File: src/rtl/us_mac_rx_dispatch.sv
// MAC RX dispatch: filters stripped frames on destination MAC and
// routes them by EtherType to the IP or ARP path, with frame counters.
module us_mac_rx_dispatch #(
  parameter logic [15:0] ETH_TYPE_IP  = 16'h0800,
  parameter logic [15:0] ETH_TYPE_ARP = 16'h0806,
  parameter bit          ACCEPT_BCAST = 1'b1,
  parameter int unsigned MAX_BEATS    = 190
) (
  input  logic        rx_axis_aclk,
  input  logic        rx_axis_aresetn,
  input  logic [63:0] rx_frame_axis_tdata,
  input  logic [7:0]  rx_frame_axis_tkeep,
  input  logic        rx_frame_axis_tvalid,
  input  logic        rx_frame_axis_tuser,
  input  logic        rx_frame_axis_tlast,
  input  logic [47:0] recv_dst_mac_addr,
  input  logic [15:0] recv_type,
  input  logic [47:0] local_mac_addr,
  output logic [63:0] ip_rx_axis_tdata,
  output logic [7:0]  ip_rx_axis_tkeep,
  output logic        ip_rx_axis_tvalid,
  output logic        ip_rx_axis_tlast,
  output logic        ip_rx_axis_tuser,
  output logic [63:0] arp_rx_axis_tdata,
  output logic [7:0]  arp_rx_axis_tkeep,
  output logic        arp_rx_axis_tvalid,
  output logic        arp_rx_axis_tlast,
  output logic        arp_rx_axis_tuser,
  output logic [31:0] rx_ip_frames,
  output logic [31:0] rx_arp_frames,
  output logic [31:0] rx_drop_frames,
  output logic [31:0] rx_err_frames
);

  typedef enum logic [1:0] {
    SOF,
    FWD_IP,
    FWD_ARP,
    DROP
  } state_t;

  localparam logic [9:0] LP_MAX = 10'(MAX_BEATS);

  state_t     r_state;
  logic [9:0] r_beat_cnt;
  logic       r_err_seen;
  logic       r_trunc;

  logic       w_addr_ok;
  logic       w_is_ip;
  logic       w_is_arp;
  logic [9:0] w_cnt;
  logic       w_err;
  logic       w_fwd_ip;
  logic       w_fwd_arp;
  logic       w_last;
  logic       w_user;
  logic       w_trunc;
  logic       w_inc_ip;
  logic       w_inc_arp;
  logic       w_inc_drop;
  logic       w_inc_err;
  state_t     w_nstate;

  assign w_addr_ok = (recv_dst_mac_addr == local_mac_addr) ||
                     (ACCEPT_BCAST && (&recv_dst_mac_addr));
  assign w_is_ip   = w_addr_ok && (recv_type == ETH_TYPE_IP);
  assign w_is_arp  = w_addr_ok && (recv_type == ETH_TYPE_ARP);
  assign w_cnt     = r_beat_cnt + 10'd1;
  assign w_err     = r_err_seen | rx_frame_axis_tuser;

  always_comb begin
    w_fwd_ip   = 1'b0;
    w_fwd_arp  = 1'b0;
    w_last     = rx_frame_axis_tlast;
    w_user     = rx_frame_axis_tuser;
    w_trunc    = 1'b0;
    w_inc_ip   = 1'b0;
    w_inc_arp  = 1'b0;
    w_inc_drop = 1'b0;
    w_inc_err  = 1'b0;
    w_nstate   = r_state;
    if (rx_frame_axis_tvalid) begin
      unique case (r_state)
        SOF: begin
          unique case (1'b1)
            w_is_ip: begin
              w_fwd_ip = 1'b1;
              w_nstate = FWD_IP;
            end
            w_is_arp: begin
              w_fwd_arp = 1'b1;
              w_nstate  = FWD_ARP;
            end
            default: begin
              w_nstate   = DROP;
              w_inc_drop = rx_frame_axis_tlast;
            end
          endcase
        end
        FWD_IP:  w_fwd_ip  = 1'b1;
        FWD_ARP: w_fwd_arp = 1'b1;
        DROP:    w_inc_drop = rx_frame_axis_tlast && !r_trunc;
      endcase
      if (w_fwd_ip || w_fwd_arp) begin
        if (rx_frame_axis_tlast) begin
          w_user    = w_err;
          w_inc_err = w_err;
          w_inc_ip  = w_fwd_ip && !w_err;
          w_inc_arp = w_fwd_arp && !w_err;
        end else if (w_cnt == LP_MAX) begin
          // Jumbo guard: close the frame early as errored, drop the rest
          w_last    = 1'b1;
          w_user    = 1'b1;
          w_inc_err = 1'b1;
          w_trunc   = 1'b1;
          w_nstate  = DROP;
        end
      end
      if (rx_frame_axis_tlast) begin
        w_nstate = SOF;
      end
    end
  end

  always_ff @(posedge rx_axis_aclk or negedge rx_axis_aresetn) begin
    if (!rx_axis_aresetn) begin
      r_state            <= SOF;
      r_beat_cnt         <= '0;
      r_err_seen         <= 1'b0;
      r_trunc            <= 1'b0;
      ip_rx_axis_tdata   <= '0;
      ip_rx_axis_tkeep   <= '0;
      ip_rx_axis_tvalid  <= 1'b0;
      ip_rx_axis_tlast   <= 1'b0;
      ip_rx_axis_tuser   <= 1'b0;
      arp_rx_axis_tdata  <= '0;
      arp_rx_axis_tkeep  <= '0;
      arp_rx_axis_tvalid <= 1'b0;
      arp_rx_axis_tlast  <= 1'b0;
      arp_rx_axis_tuser  <= 1'b0;
      rx_ip_frames       <= '0;
      rx_arp_frames      <= '0;
      rx_drop_frames     <= '0;
      rx_err_frames      <= '0;
    end else begin
      r_state            <= w_nstate;
      ip_rx_axis_tvalid  <= w_fwd_ip;
      ip_rx_axis_tdata   <= w_fwd_ip ? rx_frame_axis_tdata : '0;
      ip_rx_axis_tkeep   <= w_fwd_ip ? rx_frame_axis_tkeep : '0;
      ip_rx_axis_tlast   <= w_fwd_ip && w_last;
      ip_rx_axis_tuser   <= w_fwd_ip && w_user;
      arp_rx_axis_tvalid <= w_fwd_arp;
      arp_rx_axis_tdata  <= w_fwd_arp ? rx_frame_axis_tdata : '0;
      arp_rx_axis_tkeep  <= w_fwd_arp ? rx_frame_axis_tkeep : '0;
      arp_rx_axis_tlast  <= w_fwd_arp && w_last;
      arp_rx_axis_tuser  <= w_fwd_arp && w_user;
      if (rx_frame_axis_tvalid) begin
        if (rx_frame_axis_tlast) begin
          r_beat_cnt <= '0;
          r_err_seen <= 1'b0;
          r_trunc    <= 1'b0;
        end else begin
          r_beat_cnt <= w_cnt;
          r_err_seen <= w_err;
          r_trunc    <= r_trunc | w_trunc;
        end
      end
      if (w_inc_ip)   rx_ip_frames   <= rx_ip_frames + 32'd1;
      if (w_inc_arp)  rx_arp_frames  <= rx_arp_frames + 32'd1;
      if (w_inc_drop) rx_drop_frames <= rx_drop_frames + 32'd1;
      if (w_inc_err)  rx_err_frames  <= rx_err_frames + 32'd1;
    end
  end

endmodule

File: config.mk
export PLATFORM = sky130hd
export DESIGN_NAME = us_mac_rx_dispatch
export DESIGN_NICKNAME = d
export VERILOG_FILES = /design/src/rtl/us_mac_rx_dispatch.sv
export SDC_FILE = /design/constraint.sdc
export NUM_CORES = 1
export LEC_CHECK = 0
export ABC_AREA = 1
export CAP_MARGIN = 10
export CORE_UTILIZATION = 42
export DETAILED_ROUTE_END_ITERATION = 12
export PLACE_DENSITY = 0.8
export SYNTH_ARGS = -nofsm -noshare
export SYNTH_HDL_FRONTEND = slang
export SYNTH_SLANG_ARGS = --single-unit
File: constraint.sdc
create_clock -name rx_axis_aclk -period 1.9 [get_ports rx_axis_aclk]
set_input_delay 0.57 -clock rx_axis_aclk [delete_from_list [all_inputs] [get_ports rx_axis_aclk]]
set_output_delay 0.57 -clock rx_axis_aclk [all_outputs]
set_load 0.03 [all_outputs]
# Word level (Yosys, flattened, before mapping)

Index checks and enable logic that the tools add are counted.

Add/subtract/negate cells: 5
Eq/ne operators: 7
Muxes and demuxes: 43
Bitwise operators: 2
Reduce and logical (&&, ||, !) cells: 16

Operators with widths:

| operator                                                          | count |
|---|---|
| 32-bit by 1-bit adder with 32-bit output, second input constant   | 4 |
| 64-bit two-way mux                                                | 2 |
| 48-bit == test                                                    | 1 |
| 48-bit AND reduction                                              | 1 |
| 16-bit by 12-bit == test with 1-bit output, second input constant | 2 |
| 1-bit two-way mux                                                 | 30 |
| 8-bit two-way mux                                                 | 2 |
| 10-bit by 1-bit adder with 10-bit output, second input constant   | 1 |
| 10-bit by 8-bit == test with 1-bit output, second input constant  | 1 |
| 10-bit two-way mux                                                | 1 |
| 1-bit logical AND                                                 | 9 |
| 2-bit two-way mux                                                 | 4 |
| 1-bit case mux with 2 select lines                                | 3 |
| 2-bit == test, second input constant                              | 2 |
| 2-bit case mux with 2 select lines                                | 1 |
| 2-bit by 1-bit == test with 1-bit output, second input constant   | 1 |
| 1-bit zero test                                                   | 2 |
| 2-bit zero test                                                   | 1 |
| 1-bit logical OR                                                  | 2 |
| 1-bit OR                                                          | 2 |
| 2-bit OR reduction                                                | 1 |

Register bits: 292
Input bits: 189
Logic and storage cells: 91

# Longest topological paths before layout

Gate-level depths: netlist of the first run.

Word-level depth: 11
Gate-level depth with buffers: 17
Mapped depth without buffers: 17

# Worst setup path after synthesis of the first run

No wires, ideal clock.

Path kind: input to register
From: input local_mac_addr[14]
To: register rx_arp_frames[22]
Setup time: 0.119 ns
Data arrival time: 1.972 ns
Data required time: 1.781 ns
Setup slack: -0.190 ns
Stages on the path: 15
Cells stage by stage: xnor2_1 > nand2_1 > nor2_1 > nand2_1 > nor2_1 > nand3_1 > nand2_1 > nand3_1 > nand2_1 > nand2_1 > nor2_4 > inv_2 > buf_2 > nand2_1 > nand2_1

Longest elaborated chain between the ends: 10
Elaborated cells between the ends (all ways): 15
Those cells by class: eq/ne (1); mux (9); reduce/logical (5)

RTL lines:

| item                               | RTL line | text |
|---|---|---|
| start: declaration                 | 18       | `input logic [47:0] local_mac_addr,` |
| 48-bit == test *                   | 65       | `assign w_addr_ok = (recv_dst_mac_addr == local_mac_addr) \|\|` |
| 1-bit logical OR *                 | 65       |  |
| 1-bit logical AND                  | 68       | `assign w_is_arp = w_addr_ok && (recv_type == ETH_TYPE_ARP);` |
| 1-bit two-way mux                  | 86       | `unique case (1'b1)` |
| 1-bit case mux with 2 select lines | 84       | `unique case (r_state)` |
| 1-bit two-way mux                  | 83       | `if (rx_frame_axis_tvalid) begin` |
| 1-bit logical AND                  | 110      | `w_inc_arp = w_fwd_arp && !w_err;` |
| 1-bit two-way mux                  | 106      | `if (rx_frame_axis_tlast) begin` |
| 1-bit two-way mux *                | 105      | `if (w_fwd_ip \|\| w_fwd_arp) begin` |
| 1-bit two-way mux *                | 83       |  |
| end signal: assignment             | 170      | `if (w_inc_arp) rx_arp_frames <= rx_arp_frames + 32'd1;` |
| end: declaration                   | 30       | `output logic [31:0] rx_arp_frames,` |

Mark *: on every way between the ends. The rest lies on a longest branch, timed or not. The select of a mux whose other input is x is not followed.
A chain may end at the register's enable or synchronous reset.

# Worst setup path after layout of the first run

From: register r_beat_cnt[1]
To: register rx_err_frames[4]

Longest elaborated chain between the ends: 6

RTL lines:

| item                                      | RTL line | text |
|---|---|---|
| start: declaration                        | 45       | `logic [9:0] r_beat_cnt;` |
| start signal: assignment                  | 164      | `r_beat_cnt <= w_cnt;` |
| 10-bit by 1-bit adder with 10-bit output  | 69       | `assign w_cnt = r_beat_cnt + 10'd1;` |
| 10-bit by 8-bit == test with 1-bit output | 111      | `end else if (w_cnt == LP_MAX) begin` |
| 1-bit two-way mux                         | 111      |  |
| 1-bit two-way mux                         | 106      |  |
| 1-bit two-way mux                         | 105      |  |
| 1-bit two-way mux                         | 83       |  |
| end signal: assignment                    | 172      | `if (w_inc_err) rx_err_frames <= rx_err_frames + 32'd1;` |
| end: declaration                          | 32       | `output logic [31:0] rx_err_frames` |

Every way passes these cells.

==> results of run 1 <==
-- stage by stage --
| step | setup slack, ns | hold WS, ns | util, % | instance area [um^2] | total power, mW |
|---|---|---|---|---|---|
| after floorplan | -0.158 | 0.274 | - | 14500 | 10.1 |
| after global placement | -1.01 | 0.462 | 61.7 | 20700 | 13.0 |
| after detailed placement | -1.10 | 0.467 | 61.7 | 20700 | 13.1 |
| after CTS | -0.253 | 0.484 | 65.7 | 22100 | 19.9 |
| after global routing | -0.410 | 0.514 | 67.8 | 22800 | 21.1 |
| final | -0.286 | 0.493 | 67.8 | 22800 | 20.3 |
-- report_power, final --
group	internal [mW]	switching, mW	total (mW)	leakage, nW
Sequential	6.85	0.635	7.48	3.91
Clock	4.35	2.63	6.98	0.592
Combinational	2.25	3.56	5.81	7.40
Total	13.4	6.83	20.3	11.9
-- worst max-delay path, cell delays in order, from the launching register on --
cell and delay, ns:
dfrtp_1 0.36, ha_2 0.19, nand2_2 0.06, nor2_4 0.15, nand3_4 0.10, nor2_4 0.13
xor2_2 0.16, nand2_1 0.08, inv_2 0.07, nand4_4 0.08, a21oi_4 0.24, buf_4 0.26
nand4_1 0.12, nand2_1 0.09
-- flip-flops by register name, summed over array words and instances, names as in the netlist, 2 cells and up --
signal             count
rx_ip_frames          32
rx_drop_frames        32
ip_rx_axis_tkeep       8
rx_arp_frames         32
arp_rx_axis_tdata     64
arp_rx_axis_tkeep      8
rx_err_frames         32
ip_rx_axis_tdata      64
r_state                2
r_beat_cnt            10
-- cell families (layout without fill, tap and decap cells) --
family,count (synthesis),after routing,share of synthesized area (%)
adder cells (fa/ha/maj),10,10,0.868
other,0,1,0
AO/OA/AOI/OAI,58,58,2.16
buffers and inverters,250,915,6.99
flip-flops,292,292,50.7
AND/OR/NAND/NOR,1023,1023,29.7
XOR/XNOR,157,157,9.54
-- final cells by class --
type / count / area share, %
Timing Repair inverter: 3 / 0.148
Multi-Input combinational cell: 1248 / 30.6
Sequential cell: 292 / 32.3
Timing Repair Buffer: 650 / 25.8
Antenna cell: 1 / 0.0110
Clock buffer: 47 / 4.35
Tap cell: 448 / 2.46
Clock inverter: 13 / 0.961
Inverter: 202 / 3.43
-- cell usage after synthesis (all sizes together) --
cell	instances
xor2	87
a22o	1
buf	35
o22ai	5
nand3	45
nand2	519
nand3b	2
nor4	32
nor3b	2
nor3	63
clkbuf	13
inv	202
and3b	1
a21oi	4
xnor2	70
ha	10
nor2	296
o21ai	48
nand4	63
dfrtp	292
-- metal layers --
layer | vias to the layer above | GRT usage [%] | share of wire [%]
met5 | - | 0 | 0.025
met4 | 2 | 8.51 | 3.0
met3 | 135 | 4.37 | 6.1
met2 | 625 | 49.1 | 51
met1 | 7080 | 35.1 | 40
li1 | 6862 | - | -
-- path summary, 6_finish.rpt --
check                                           end  slack [ns]
worst max-delay path               rx_err_frames[4]       -0.29
worst min-delay path                     r_err_seen        0.49
worst max register to register     rx_err_frames[4]       -0.29
worst min register to register           r_err_seen        0.49
max in group asynchronous          rx_ip_frames[16]        0.60
min in group asynchronous       ip_rx_axis_tkeep[6]        0.54
-- timing repair --
item                                    4_1_cts  5_1_grt
buffers inserted                             16        9
endpoints found under the setup margin      555      297
endpoints found under the hold margin        24        0
pin swaps                                   105       86
resized for setup                           928      330
hold buffers                                  1        0
cloned                                        8        9
==> impl_metrics.toml, run 1 <==
[drt]
vias = 14700
firstDrtPassIters = 6
drt-initial-drc-count = 997
wl_um = 51000
ant_nets = 0
wl_per_cell_um = 17.6
routed_via_density = 5.06
drt_drc_violations_left = 0

[setup_path]
cp.arrival_ns = 2.64
cp-end-kind = "flop"
startpoint = "r_beat_cnt[1]"
rr_startpoint = "r_beat_cnt[1]"
r2r_cells = 13
crit_fanout = 16
critPathLaunchType = "flop"
setup.worst_path.class = "flop to flop"
required_ns = 2.35

[clock_tree]
cts.sinks = 292
numCtsBuffers = 34
cts_root_buf = "clkbuf_16"
clkTransAtPathRegs_ns = 0.06
cts_tree = "done"
ctsLongestPathBuffers = 3
htreeDepth = 2
clock_latency_ns = 0.53

[finish]
mostFrequentLayoutCells = "nand2_1 (444), nor2_1 (258), dfrtp_1 (257)"
layout_commonest_cell = "nand2_1"
filler_cell_count = 2691
area_delta_synth_final_pct = 58.0
nets = 2630
multi_input_area_um2 = 6960
drive_gt1_share_pct = 27.9
layout.cells.non_filler = 2904
seq_area_um2 = 7350

[die]
die_y_um = 187
num_rows = 67
ioPinCount = 467
start_util_pct = 42.9
core_region_area_um2 = 33600
dieWidth_um = 187
die-area_um2 = 35100

[place]
placed_cells = 2802
gp_congestion = 1.01
port_buffers = 466
dp.final_hpwl_um = 35700

[sta]
fin_setup_tns_ns = -11.85
slew_viol_final = 0
min_period_over_period_pct = 115
finClkSkew_ns = 0.0166
setup_viol = 92
setup_slack_ns = -0.286
slew-limit-headroom_pct = 66.5
fin_crit_ns = 2.19
hold_viol_final = 0
fmax_mhz = 458
tightest_slew_ns = 0.498
rsz0062_at_grt = "yes"

[status]
outcome = "finished with violations"
violations = "negative setup slack"

[yosys]
syn-instance-count = 1790
yosys.area.top_type = "dfrtp_1"
syn_nets = 1989
netlist_top_cells_area = "dfrtp_1 (51%), nand2_1 (13%), nor2_1 (7.6%)"
ys_ff_latch = 292
synth_top_area_share_pct = 50.7
synth_warnings = 0
yosysSeqAreaShare_pct = 50.7
syn-cell-area_um2 = 14400
synth_cell_types = 33
syn_avg_cell_area_um2 = 8.05

[grt]
grtUsageTotal_pct = 27.9
grt_pass1_vias = 14500
antenna_found_initial = 2
grt_max_degree = 68
grt_pass1_wl_um = 77900
gr-total-overflow = 0

[job]
cap_violations = 0

[hold_path]
hold_depth = 2
holdCritStartpoint = "r_err_seen"
hp-class = "flop to flop"

[power_and_ir_drop]
leakage_nw = 11.9
max-vdd-ir-drop_mv = 0.749
powerDensity_nw_per_um2 = 890
(Power assumes the default switching activity.)
==> run 2: changes to the inputs <==
--- a/config.mk
+++ b/config.mk
@@ -7,9 +7,11 @@
 export LEC_CHECK = 0
 export ABC_AREA = 1
 export CAP_MARGIN = 10
-export CORE_UTILIZATION = 42
+export CORE_AREA = 2 2 184 186
 export DETAILED_ROUTE_END_ITERATION = 12
-export PLACE_DENSITY = 0.8
+export DIE_AREA = 0 0 186 188
+export DONT_BUFFER_PORTS = 1
+export PLACE_DENSITY = 0.61
 export SYNTH_ARGS = -nofsm -noshare
 export SYNTH_HDL_FRONTEND = slang
 export SYNTH_SLANG_ARGS = --single-unit
==> constraint.sdc (replaced) <==
create_clock -name rx_axis_aclk -period 2.3 [get_ports rx_axis_aclk]
set_input_delay 0.69 -clock rx_axis_aclk [delete_from_list [all_inputs] [get_ports rx_axis_aclk]]
set_output_delay 0.69 -clock rx_axis_aclk [all_outputs]
set_load 0.03 [all_outputs]
==> impl_metrics.toml, run 2 (synthesized netlist as in run 1, its figures left out) <==
[power_and_ir_drop]
clkPwrFrac_pct = 39.2
powerDensity_nw_per_um2 = 896
p_sw_mw = 5.04
seqPwrFrac_pct = 42.7
p_int_mw = 10.4
power_frac_comb_pct = 18.1
total_power_mw = 15.5
leakage_nw = 8.61
max-vdd-ir-drop_mv = 0.579
p_sw_share_pct = 32.6

[hold_path]
hp-class = "input pin to asynchronous set/reset pin"

[place]
port_buffers = 0
dpl_cell_area_um2 = 15600
dp_slack_ns = -0.331
dp.final_hpwl_um = 31900
gp_congestion = 0.936
placed_cells = 2288

[drt]
wl_um = 43400
ant_nets = 0
vias = 12100
drt_drc_violations_left = 0
routed_via_density = 5.14
firstDrtPassIters = 5
wl_per_cell_um = 18.4
drt-initial-drc-count = 775

[setup_path]
required_ns = 2.69
setup.worst_path.class = "flop to flop"
r2r_end = "rx_err_frames[24]"
crit_fanout = 8
rrSetupSlack_ns = 0.01
cp-end-kind = "flop"
r2r_cells = 14
critPathLaunchType = "flop"
cp.arrival_ns = 2.67
rr_startpoint = "r_beat_cnt[1]"

[status]
outcome = "finished with violations"
violations = "negative hold slack"

[clock_tree]
clock_latency_ns = 0.52
cts.sinks = 292
ctsLongestPathBuffers = 3
htreeDepth = 2
clkTransAtPathRegs_ns = 0.06
cts_tree = "done"
cts_root_buf = "clkbuf_16"
numCtsBuffers = 34

[die]
dieWidth_um = 186
core_region_area_um2 = 33100
die-area_um2 = 35000
num_rows = 67
start_util_pct = 43.5
die_y_um = 188
ioPinCount = 467

[grt]
antenna_found_initial = 5
grtUsageTotal_pct = 23.9
grt_pass1_vias = 11400
grt_pass1_wl_um = 65600
grt_max_degree = 293
gr-total-overflow = 0

[sta]
setup_viol = 0
fin_setup_tns_ns = 0
hold_viol_final = 102
rsz0062_at_grt = "yes"
fin_crit_ns = 2.29
min_period_over_period_pct = 99.4
fmax_mhz = 437
slew-limit-headroom_pct = 31.1
setup_slack_ns = 0.0131
tightest_slew_ns = 1.03
whs_ns = -0.129
finClkSkew_ns = 0.0287
slew_viol_final = 0

[finish]
largestRegisters = "arp_rx_axis_tdata (64), ip_rx_axis_tdata (64)"
area_delta_synth_final_pct = 19.8
drive_gt1_share_pct = 11.7
layout.cells.non_filler = 2361
mostFrequentLayoutCells = "nand2_1 (479), dfrtp_1 (292), nor2_1 (289)"
fin_area_um2 = 17300
nets = 2084
layout_commonest_cell = "nand2_1"

[job]
cap_violations = 0
==> run 2: changes by cell type in the layout (fill, tap and decap cells not counted), moves of 37 or more <==
cell	delta
buf_2	-85
buf_4	-52
clkbuf_2	-37
clkdlybuf4s15_2	-66
clkdlybuf4s50_1	-77
dlygate4sd2_1	-154
==> run 2: power groups by stage <==
stage / registers [mW] / clock network, mW / logic [mW]
2_1_floorplan: 7.12 / 0 / 1.19
3_3_place_gp: 6.68 / 0 / 2.66
3_5_place_dp: 6.69 / 0 / 2.70
4_1_cts: 6.59 / 6.19 / 2.71
5_1_grt: 6.66 / 6.39 / 3.06
6_report: 6.60 / 6.07 / 2.80
==> run 2: layout make-up <==
cell class / count / area, um^2
diodes: 4 / 10.0
multi-input cells: 1248 / 6340
clock buffers: 42 / 952
well taps: 448 / 561
clock inverters: 18 / 318
flip-flops and latches: 292 / 7310
inverters: 202 / 758
repair buffers: 107 / 1020
fillers: 3116 / 15800
==> run 2: worst max path at each step <==
stage	slack, ns	to	start
3_3_place_gp	-0.28	rx_err_frames[24]	recv_type[5]
3_5_place_dp	-0.33	rx_err_frames[17]	recv_type[5]
6_report	0.01	rx_err_frames[24]	r_beat_cnt[1]
5_1_grt	-0.12	rx_err_frames[11]	r_beat_cnt[1]
4_1_cts	0.07	rx_drop_frames[31]	rx_drop_frames[0]
2_1_floorplan	0.09	rx_arp_frames[22]	local_mac_addr[14]
==> run 2: layer usage <==
layer  vias up  routed length [um]  GRT usage (%)
li1       5761                   -              -
met2       464               20800           38.0
met1      5838               18100           31.6
met5         -                   0              0
met3        78                3410           5.83
met4         0                1170           8.90
==> run 2: critical path, stage by stage, from the launching register on <==
cell,delay [ns]
dfrtp_1,0.37
ha_2,0.21
nand2_2,0.07
nor2_4,0.15
nand3_4,0.10
nor2_4,0.13
xor2_2,0.16
nand2_1,0.08
inv_2,0.07
nand4_4,0.10
a21oi_4,0.23
nand3_4,0.16
clkbuf_16,0.23
nand2_2,0.06
nand2_1,0.05
==> run 2: stage by stage <==
step / hold slack (ns) / utilization (%)
floorplan: 0.394 / -
global placement: 0.402 / 47.2
detailed placement: 0.402 / 47.2
CTS: -0.149 / 51.0
global route: -0.152 / 52.1
finish: -0.129 / 52.1
==> run 2: what timing repair did <==
action | 4_1_cts | 5_1_grt
endpoints found under the setup margin | 0 | 38
resized for setup | 0 | 64
setup buffers | 0 | 3
hold endpoints to repair | 292 | 292
==> run 3: changes to the inputs <==
--- a/config.mk
+++ b/config.mk
@@ -11,7 +11,7 @@
 export DETAILED_ROUTE_END_ITERATION = 12
 export DIE_AREA = 0 0 186 188
 export DONT_BUFFER_PORTS = 1
-export PLACE_DENSITY = 0.61
+export PLACE_DENSITY = 0.64
 export SYNTH_ARGS = -nofsm -noshare
 export SYNTH_HDL_FRONTEND = slang
 export SYNTH_SLANG_ARGS = --single-unit
==> constraint.sdc (replaced) <==
create_clock -name rx_axis_aclk -period 2.1 [get_ports rx_axis_aclk]
set_input_delay 0.63 -clock rx_axis_aclk [delete_from_list [all_inputs] [get_ports rx_axis_aclk]]
set_output_delay 0.63 -clock rx_axis_aclk [all_outputs]
set_load 0.02 [all_outputs]
==> impl_metrics.toml, run 3 (synthesized netlist as in run 1, its figures left out) <==
[status]
outcome = "finished with violations"
violations = "negative hold slack, negative setup slack"

[drt]
drt_drc_violations_left = 0
routed_via_density = 5.08
wl_per_cell_um = 17.3
firstDrtPassIters = 6
drt-initial-drc-count = 831
ant_nets = 0
vias = 12100
wl_um = 41200

[power_and_ir_drop]
clkPwrFrac_pct = 36.8
power_frac_comb_pct = 18.1
p_sw_share_pct = 31.8
p_sw_mw = 4.98
leakage_nw = 8.62
total_power_mw = 15.7
powerDensity_nw_per_um2 = 913
max-vdd-ir-drop_mv = 0.862
p_int_mw = 10.7
seqPwrFrac_pct = 45.1

[finish]
layout_commonest_cell = "nand2_1"
layout.cells.non_filler = 2380
area_delta_synth_final_pct = 19.0
postLayoutCoreUtil_pct = 51.8
largestRegisters = "arp_rx_axis_tdata (64), ip_rx_axis_tdata (64)"
mostFrequentLayoutCells = "nand2_1 (489), dfrtp_1 (292), nor2_1 (284)"
drive_gt1_share_pct = 12.7
nets = 2110
diodes = 0

[job]
cap_violations = 0

[grt]
grt_pass1_vias = 11800
antenna_found_initial = 0
gr-total-overflow = 0
grt_max_degree = 293
grtUsageTotal_pct = 23.1
grt_pass1_wl_um = 64300

[place]
port_buffers = 0
placed_cells = 2316
dp.final_hpwl_um = 30900
gp_congestion = 0.946

[die]
die-area_um2 = 35000
start_util_pct = 43.5
ioPinCount = 467
die_y_um = 188
core_region_area_um2 = 33100
dieWidth_um = 186
num_rows = 67

[sta]
hold_viol_final = 292
setup_slack_ns = -0.0736
slew_viol_final = 0
fmax_mhz = 460
slew-limit-headroom_pct = 59.8
setup_viol = 32
finClkSkew_ns = 0.0217
whs_ns = -0.203
fin_setup_tns_ns = -1.58
rsz0062_at_grt = "yes"
fin_crit_ns = 2.17
min_period_over_period_pct = 104
tightest_slew_ns = 0.603

[setup_path]
setup.worst_path.class = "flop to flop"
crit_fanout = 8
critPathLaunchType = "flop"
cp-end-kind = "flop"
required_ns = 2.49
cp.arrival_ns = 2.57

[clock_tree]
htreeDepth = 2
cts_tree = "done"
cts.sinks = 292
ctsLongestPathBuffers = 3
clock_latency_ns = 0.52
numCtsBuffers = 35
cts_root_buf = "clkbuf_16"
clkTransAtPathRegs_ns = 0.06

[hold_path]
hp-class = "input pin to asynchronous set/reset pin"
-- run 3: changes by cell type in the layout (fill, tap and decap cells not counted), moves of 4 or more --
cell       delta
buf_4        +31
xnor2_1       -5
xnor2_2       +5
nor2_2        +6
buf_12        -4
nand2_1      +10
bufinv_16     -7
diode_2       -4
nor2_1        -5
nand2_4      -12
-- run 3: power by group through the flow --
| stage | registers (mW) | logic [mW] | clock network [mW] |
|---|---|---|---|
| 6_report | 7.06 | 2.84 | 5.76 |
| 3_5_place_dp | 7.15 | 2.74 | 0 |
| 2_1_floorplan | 7.39 | 1.31 | 0 |
| 3_3_place_gp | 7.14 | 2.68 | 0 |
| 4_1_cts | 7.06 | 2.75 | 5.93 |
| 5_1_grt | 7.13 | 3.13 | 6.17 |
-- run 3: worst max-delay path, cell delays in order, from the launching register on --
cell and delay (ns):
dfrtp_1 0.35, ha_2 0.19, nand2_2 0.06, nor2_4 0.10, nand3_2 0.09, nor2_2 0.10
xor2_1 0.19, nand2_1 0.09, inv_2 0.07, nand4_4 0.09, a21oi_4 0.23, nand3_4 0.17
clkbuf_16 0.21, nand2_2 0.05, nand2_1 0.06
-- run 3: worst paths after layout --
kind                                       from                     to  slack (ns)  cells after the start
setup / recovery                  r_beat_cnt[0]      rx_err_frames[29]       -0.07                     14
hold / removal                  rx_axis_aresetn      rx_arp_frames[26]       -0.20                      0
setup reg to reg                  r_beat_cnt[0]      rx_err_frames[29]       -0.07                     14
hold reg to reg                      r_err_seen             r_err_seen        0.48                      2
max in group asynchronous       rx_axis_aresetn  arp_rx_axis_tdata[17]        1.76                      0
min in group rx_axis_aclk  rx_frame_axis_tvalid          r_beat_cnt[6]        0.22                      1
-- run 3: repair_timing --
item,CTS,global route
pin swaps,0,4
setup endpoints to repair,32,131
resized for setup,1,47
cloned,0,3
setup buffers,1,2
hold endpoints to repair,292,292
-- run 3: through the flow --
step	setup WS (ns)	area [um^2]
final	-0.0736	17200
after global placement	-0.449	15800
after floorplan	-0.0211	14500
after global routing	-0.232	17200
after detailed placement	-0.485	15800
after CTS	-0.0313	16900
-- run 3: layout make-up --
| cell class | instances | area [um^2] |
|---|---|---|
| repair buffers | 132 | 1120 |
| clock buffers | 45 | 985 |
| fillers | 3127 | 16000 |
| multi-input cells | 1248 | 6290 |
| clock inverters | 13 | 123 |
| flip-flops and latches | 292 | 7310 |
| well taps | 448 | 561 |
| inverters | 202 | 758 |
-- run 3: per-layer routing --
metal | up-vias | track usage [%] | part of all wire [%] | wire [um]
met3 | 63 | 6.70 | 9.2 | 3790
met5 | - | 0 | 0 | 0
met2 | 459 | 37.6 | 48 | 19700
met4 | 0 | 5.63 | 2.0 | 840
met1 | 5761 | 30.2 | 41 | 16900
li1 | 5816 | - | - | -
